--- src/rtl/chan_scan_pkg.sv ---
// Shared types and constants for the channel-scan sequencer and its helpers.
package chan_scan_pkg;

  typedef enum logic [1:0] {
    IDLE   = 2'd0,
    ACTIVE = 2'd1,
    GAP    = 2'd2
  } state_e;

  localparam int unsigned NUM_CH = 8;

  localparam logic [2:0] EN_ON  = 3'b100;
  localparam logic [2:0] EN_OFF = 3'b000;

endpackage

--- src/rtl/next_ch_find.sv ---
// Combinational search for the next set mask bit above the current channel,
// wrapping to the lowest set bit when none lies above.
module next_ch_find
  import chan_scan_pkg::*;
(
  input  logic [NUM_CH-1:0] mask,
  input  logic [2:0]        cur,
  output logic [2:0]        nxt,
  output logic              wrap
);

  logic [2:0] above;
  logic [2:0] lowest;
  logic       found;

  // Descending scan so the last hit written is the lowest qualifying bit.
  always_comb begin
    above  = '0;
    lowest = '0;
    found  = 1'b0;
    for (int unsigned i = NUM_CH; i > 0; i--) begin
      if (mask[i-1]) begin
        lowest = 3'(i - 1);
        if ((i - 1) > 32'(cur)) begin
          above = 3'(i - 1);
          found = 1'b1;
        end
      end
    end
  end

  assign nxt  = found ? above : lowest;
  assign wrap = ~found;

endmodule

--- src/rtl/chan_scan_seq.sv ---
// Channel-scan sequencer feeding a 3:8 decoder: walks a latched mask with a
// programmable dwell and one break-before-make gap cycle between channels.
module chan_scan_seq
  import chan_scan_pkg::*;
#(
  parameter int unsigned DWELL_W = 8
) (
  input  logic               clk,
  input  logic               rst,
  input  logic               start,
  input  logic               stop,
  input  logic               cont,
  input  logic               hold,
  input  logic [7:0]         mask,
  input  logic [DWELL_W-1:0] dwell,
  output logic [2:0]         a,
  output logic [3:1]         e,
  output logic               busy,
  output logic               sweep_done
);

  state_e             state_q, state_d;
  logic [2:0]         a_q, a_d;
  logic [3:1]         e_q, e_d;
  logic               busy_q, busy_d;
  logic               sweep_done_q, sweep_done_d;
  logic [DWELL_W-1:0] cnt_q, cnt_d;
  logic [7:0]         mask_q, mask_d;
  logic [DWELL_W-1:0] dwell_q, dwell_d;
  logic               cont_q, cont_d;

  logic [DWELL_W-1:0] dwell_eff;
  logic [7:0]         find_mask;
  logic [2:0]         find_cur;
  logic [2:0]         nxt;
  logic               wrap;

  assign dwell_eff = (dwell == '0) ? DWELL_W'(1) : dwell;

  // In IDLE a search from the top channel yields the lowest set bit of the
  // incoming mask; otherwise search the latched mask above the held channel.
  assign find_mask = (state_q == IDLE) ? mask : mask_q;
  assign find_cur  = (state_q == IDLE) ? 3'(NUM_CH - 1) : a_q;

  next_ch_find u_find (
    .mask (find_mask),
    .cur  (find_cur),
    .nxt  (nxt),
    .wrap (wrap)
  );

  always_ff @(posedge clk) begin
    if (rst) begin
      state_q      <= IDLE;
      a_q          <= '0;
      e_q          <= EN_OFF;
      busy_q       <= 1'b0;
      sweep_done_q <= 1'b0;
      cnt_q        <= '0;
      mask_q       <= '0;
      dwell_q      <= '0;
      cont_q       <= 1'b0;
    end else begin
      state_q      <= state_d;
      a_q          <= a_d;
      e_q          <= e_d;
      busy_q       <= busy_d;
      sweep_done_q <= sweep_done_d;
      cnt_q        <= cnt_d;
      mask_q       <= mask_d;
      dwell_q      <= dwell_d;
      cont_q       <= cont_d;
    end
  end

  always_comb begin
    state_d = state_q;
    if (stop) begin
      state_d = IDLE;
    end else begin
      unique case (state_q)
        IDLE:   if (start && (mask != '0)) state_d = ACTIVE;
        ACTIVE: if ((cnt_q == '0) && !hold) state_d = (!wrap || cont_q) ? GAP : IDLE;
        GAP:    state_d = ACTIVE;
        default: state_d = IDLE;
      endcase
    end
  end

  always_comb begin
    a_d          = a_q;
    e_d          = e_q;
    sweep_done_d = 1'b0;
    cnt_d        = cnt_q;
    mask_d       = mask_q;
    dwell_d      = dwell_q;
    cont_d       = cont_q;
    if (stop) begin
      a_d   = '0;
      e_d   = EN_OFF;
      cnt_d = '0;
    end else begin
      unique case (state_q)
        IDLE: begin
          if (start && (mask != '0)) begin
            mask_d  = mask;
            dwell_d = dwell_eff;
            cont_d  = cont;
            a_d     = nxt;
            e_d     = EN_ON;
            cnt_d   = dwell_eff - DWELL_W'(1);
          end
        end
        ACTIVE: begin
          if (cnt_q != '0) begin
            if (!hold) cnt_d = cnt_q - DWELL_W'(1);
          end else if (!hold) begin
            e_d = EN_OFF;
            if (wrap) begin
              sweep_done_d = 1'b1;
              if (!cont_q) a_d = '0;
            end
          end
        end
        GAP: begin
          a_d   = nxt;
          e_d   = EN_ON;
          cnt_d = dwell_q - DWELL_W'(1);
        end
        default: begin
          a_d = '0;
          e_d = EN_OFF;
        end
      endcase
    end
  end

  assign busy_d = (state_d != IDLE);

  assign a          = a_q;
  assign e          = e_q;
  assign busy       = busy_q;
  assign sweep_done = sweep_done_q;

endmodule

--- config.mk ---
export PLATFORM = sky130hd
export DESIGN_NAME = chan_scan_seq
export DESIGN_NICKNAME = d
export VERILOG_FILES = /design/src/rtl/chan_scan_pkg.sv /design/src/rtl/next_ch_find.sv /design/src/rtl/chan_scan_seq.sv
export SDC_FILE = /design/constraint.sdc
export NUM_CORES = 1
export LEC_CHECK = 0
export CORE_UTILIZATION = 35
export CTS_CLUSTER_DIAMETER = 150
export DETAILED_ROUTE_END_ITERATION = 8
export HOLD_SLACK_MARGIN = 0.1
export MAX_ROUTING_LAYER = met4
export PLACE_DENSITY = 0.64
export SYNTH_ARGS = -nofsm -noshare
export SYNTH_HDL_FRONTEND = slang
export SYNTH_SLANG_ARGS = --single-unit
--- constraint.sdc ---
create_clock -name clk -period 2.85 [get_ports clk]
set_input_delay 0.57 -clock clk [delete_from_list [all_inputs] [get_ports clk]]
set_output_delay 0.57 -clock clk [all_outputs]
set_load 0.01 [all_outputs]
After elaboration in Yosys (flattened, before gate mapping) --
Index checks and enable logic that the tools add are counted.
Storage, ports and cells: register bits 35
Cells by class: add/sub/neg operators 3, magnitude comparators 7, equality and inequality tests 8, mux-type cells 60, bitwise gates (word level) 2, reductions and logical operators 17
Operator list (count):
- $mux W3 | 32
- $mux W8 | 5
- $pmux W8 S3 | 1
- $sub A8 B1 Y8 const B | 3
- $pmux W3 S3 | 2
- $logic_not A8 Y1 | 2
- $reduce_bool A8 Y1 | 2
- $mux W1 | 15
- $gt A3 B3 Y1 const A | 4
- $ne A2 B2 Y1 const B | 5
- $mux W2 | 4
- $gt A2 B3 Y1 const A | 2
- $pmux W2 S3 | 1
- $reduce_and A3 Y1 | 2
- $reduce_and A5 Y1 | 1
- $reduce_or A5 Y1 | 1
- $reduce_and A4 Y1 | 1
- $gt A1 B3 Y1 const A | 1
- $reduce_bool A3 Y1 | 1
- $eq A2 B1 Y1 const B | 1
- $eq A2 B2 Y1 const B | 1
- $logic_and A1 B1 Y1 | 2
- $logic_not A2 Y1 | 1
- $ne A2 B1 Y1 const B | 1
- other kinds (5) | 6

Depth between registers and ports, before layout --
depth in word-level cells 23, mapped depth 10

Hierarchy --
Synthesis repeated with hierarchy kept, for this count alone.
Second synthesis, totals: cells, all modules 258, area, all modules 2172.1 um2
Modules (own cells, without submodules):
- chan_scan_seq | times used 1, cells an instance 215, area each 1890.6 um2
- next_ch_find | times used 1, cells an instance 43, area each 281.5 um2

Worst setup path after synthesis --
No wires, ideal clock.
path type reg2reg, start point reg state_q[1], end point reg cnt_q[6], library setup time 131 ps, arrival time 1980 ps, setup slack 739 ps, stages on the path, launching flop included 11, buffers on the path 1, cells stage by stage dfxtp_1 > inv_1 > ha_1 > clkbuf_1 > inv_1 > a221oi_1 > or2_2 > ha_1 > nand3_1 > xnor2_1 > a21oi_1
On the way: cells in the longest elaborated chain, start to end 3, elaborated cells on any way between the ends 9, those cells by class 5 x eq/ne; 1 x mux; 3 x reduce/logical
RTL lines:
- start, declared | line chan_scan_seq.sv:22 | state_e state_q, state_d;
- start signal, assigned | line chan_scan_seq.sv:64 | state_q <= state_d;
- $eq A2 B1 Y1 (tied with other cells) | line chan_scan_seq.sv:103 | unique case (state_q)
- $ne A2 B2 Y1 (no source line) (tied with other cells)
- $reduce_and A4 Y1 (no source line)
- end signal, assigned | line chan_scan_seq.sv:69 | cnt_q <= cnt_d;
- end, declared | line chan_scan_seq.sv:27 | logic [DWELL_W-1:0] cnt_q, cnt_d;
Parallel ways exist; a longest one is shown, timed or not. A chain may end at the register's enable or synchronous reset.

Final worst setup path --
start point reg state_q[1], end point reg a_q[0], in the netlist a[0]
On the way: cells in the longest elaborated chain, start to end 20, elaborated cells on any way between the ends 57, those cells by class 7 x order compare; 7 x eq/ne; 41 x mux; 2 x reduce/logical
RTL lines:
- $logic_not A2 Y1 | line chan_scan_seq.sv:42, chan_scan_seq.sv:43, chan_scan_seq.sv:103
- $mux W3 | line chan_scan_seq.sv:43 | assign find_cur = (state_q == IDLE) ? 3'(NUM_CH - 1) : a_q;
- $gt A3 B3 Y1 | line next_ch_find.sv:24 | if ((i - 1) > 32'(cur)) begin
- $mux W3 or $mux W1 (tied branches) | line next_ch_find.sv:24
- $mux W3 or $mux W1 (tied branches) | line next_ch_find.sv:22 | if (mask[i-1]) begin
- $mux W3 or $mux W1 (tied branches) | line next_ch_find.sv:24
- $mux W3 or $mux W1 (tied branches) | line next_ch_find.sv:22
- $mux W3 or $mux W1 (tied branches) | line next_ch_find.sv:24
- (+4 left out)
- $mux W3 or $mux W1 (tied branches) | line next_ch_find.sv:22
- $mux W3 or $mux W1 (tied branches) | line next_ch_find.sv:24
- $mux W3 or $mux W1 (tied branches) | line next_ch_find.sv:22
- $mux W3 or $mux W1 (tied branches) | line next_ch_find.sv:24
- $mux W3 or $mux W1 (tied branches) | line next_ch_find.sv:22
- $mux W3 | line next_ch_find.sv:32 | assign nxt = found ? above : lowest;
- $mux W3 | line chan_scan_seq.sv:105 | if (start && (mask != '0)) begin
- $pmux W3 S3 | line chan_scan_seq.sv:103
- end signal, assigned | line chan_scan_seq.sv:55 | a_q <= '0;
- end signal, assigned | line chan_scan_seq.sv:65 | a_q <= a_d;
- end, declared | line chan_scan_seq.sv:23 | logic [2:0] a_q, a_d;
Parallel ways exist; a longest one is shown, timed or not. The select of a mux whose other input is x is not followed.

==> flow_summary.toml <==
[status]
status = "finished, final reports clean"

[routing]
drc_errors = 0
vias_per_cell = 5.17
wl_per_cell_um = 13.3
ant_nets = 0
vias = 1813
drt-initial-drc-count = 109
first_pass_iters = 4
drt-total-wl_um = 4670

[logic_synthesis]
synth.largest_area_cell = "dfxtp_1"
synth.area.top_cells = "dfxtp_1 34%, nand2_1 9.1%, a21oi_1 8.8%"
synth_edf_count = 0
syn-instance-count = 253
ys_top_cells_by_count = "47 x nand2_1, 34 x a21oi_1, 33 x dfxtp_1, 21 x nor2_1, 11 x o21ai_0"
ys_warn_count = 0
synth_seq_area_share = 0.343
synth_area_sq_um = 1930
synth_cell_types = 48
yosysMostFrequentCell = "nand2_1"
synth-seq-cells = 33
syn_avg_cell_area_sq_um = 7.62
synth_top_cell_area_share = 0.343
synthFlopType = "dfxtp_1"
async_flop_share = 0

[layout]
antenna_cells = 0
layout.area.seq_sq_um = 661
fin_util = 0.459
multi_input_area_sq_um = 1170
layout-drive-gt1-share = 0.0819
final_nets = 307
n_fill_cell = 542
syn_to_final_growth_pct = 23.9

[sta]
finalSetupTns_ns = 0
drv_slew = 0
setup-violations-final = 0
clock.fmax_mhz = 386
relSlewSlack = 0.431
worstMarginPinSlew_ns = 0.851
fin_crit_ns = 2.59
hold_viol_final = 0
worst_clock_skew_ns = 0.0120
min_period_over_period = 0.909
rsz0062_at_grt = "no"

[power_and_ir_drop]
power_density_nw_per_um2 = 504
p_seq_frac = 0.422
p_leak_uw = 0.000871
sw_frac_of_total = 0.272
ir_worst_vdd_mv = 0.249
power_frac_clock = 0.386
p_comb_frac = 0.192
p_sw_uw = 327
p_int_uw = 876

[flow_run]
cap_viol_max_count = 0

[setup_path]
end_kind = "register"
reg2regPathDepth = 8
crit_fanout = 16
start_kind = "register"
path_buf_inv = 2
worst_path_max_delay_cell = "ha_1"
r2r_slack_ns = 0.26
r2r-start = "state_q[1]"
cp_data_arrival_time_ns = 2.83
startpoint = "state_q[1]"
path_class = "register to register"
crit_family = "compound AO/OA/AOI/OAI gates"
rr_endpoint = "a[0]"
required_ns = 3.09
crit_chain = "inv_1, ha_1, inv_2, a32oi_2, nand4b_2, or3_4, a2111oi_4, a22o_1"
slowest_delay_ns = 0.51

[floorplan]
start_util = 0.370
ios = 30
fp.dieH_um = 76.2
die-area_sq_um = 5810
die_w_um = 76.2
coreArea_sq_um = 5200
rows = 26

[clock_tree]
clk_pin_slew_ns = 0.08
cts_buffer_depth = 2
cts_inserted_buffers = 5
cts_tree = "done"
cts_setup_buffers = 0
clock-root-buffer = "clkbuf_8"
cts_hold_repair.buffers = 0
clock-sinks = 33
htree_num_levels = 2
clk_latency_ns = 0.29
postCtsResizedCells = 0

[placement]
dp_hpwl_um = 3550
gp_congestion = 0.890
io_buffers = 27

[worst_hold_path]
min_path_type = "register to register"
min_to = "dwell_q[3]"
min_path_cells = 2
min-delay-start = "dwell_q[3]"

[global_routing]
grt_pass1_vias = 1607
grt-ovfl-total = 0
track_usage = 0.175
antenna_found_initial = 0
grt_pass1_wl_um = 7900
grt_max_degree = 19
## state kept, by name, indices dropped and copies added (netlist names), 2 cells and up
register	count
cnt_q	8
dwell_q	8
mask_q	8
a	3
state_q	2
## worst max path at each step
stage                     cells past startpoint  slack (ns)       end
final                                         8        0.26      a[0]
after detailed placement                      7        0.22  cnt_q[0]
after CTS                                     8        0.26      a[0]
after global placement                        8        0.27      a[0]
after global routing                          8        0.06      a[0]
after floorplan                              10        0.74  cnt_q[6]
## cell type report
type | instances | share of cell area
inverter | 10 | 0.0157
clock buffer | 7 | 0.0361
tap | 70 | 0.0367
timing repair buffer | 33 | 0.132
sequential | 33 | 0.277
multi-input combinational | 197 | 0.490
clock inverter | 1 | 0.0126
## power by group through the flow
stage | Clock (uW) | Sequential, uW | Combinational (uW)
after floorplan | 0 | 511 | 155
after global placement | 0 | 517 | 229
after detailed placement | 0 | 517 | 230
after CTS | 475 | 506 | 231
after global routing | 496 | 510 | 258
final | 465 | 507 | 231
## layer usage
| metal | share of wire | global-route usage | vias to the layer above |
|---|---|---|---|
| met3 | 0.034 | 0.0347 | 4 |
| met2 | 0.43 | 0.250 | 27 |
| met4 | 0.0094 | 0.0596 | 0 |
| met5 | 0 | - | - |
| li1 | - | - | 950 |
| met1 | 0.53 | 0.243 | 832 |
## cells in the final DEF, fill, tap and decap left out, types with 4 or more instances in the layout
cell,count
dfxtp_1,33
mux2i_1,6
inv_1,9
a211oi_1,7
clkdlybuf4s50_1,27
buf_4,6
clkbuf_8,6
a21oi_1,34
a22o_1,5
nand2_1,47
nor3_1,9
nand3_1,4
ha_1,5
o21ai_0,11
nor4_1,4
xnor2_1,5
nor2_1,21
## stage by stage
step / hold slack (ns) / power [uW] / cells / instance area, sq um / worst slack [ns]
final: 0.457 / 1200 / 351 / 2390 / 0.259
after global routing: 0.480 / 1260 / 351 / 2390 / 0.0584
after CTS: 0.457 / 1210 / 351 / 2390 / 0.263
after detailed placement: 0.448 / 746 / 343 / 2270 / 0.225
after global placement: 0.444 / 746 / 343 / 2270 / 0.274
after floorplan: 0.436 / 665 / 254 / 1930 / 0.739
## logic make-up after synthesis
family / share of synthesized area
AOI/OAI and AO/OA: 0.270
xor gates and xnor gates: 0.0273
adders and majority gates: 0.0324
buffers and inverters: 0.0519
DFF: 0.343
muxes: 0.0311
other: 0.00194
and+or+nand+nor: 0.243
## worst register-to-register path, cell delays in order, from the launching register on
cell and delay [ns]:
dfxtp_1 0.35, inv_1 0.12, ha_1 0.51, inv_2 0.14, a32oi_2 0.26, nand4b_2 0.21
or3_4 0.44, a2111oi_4 0.36, a22o_1 0.18
No activity file was read; power rests on OpenSTA's default activity.
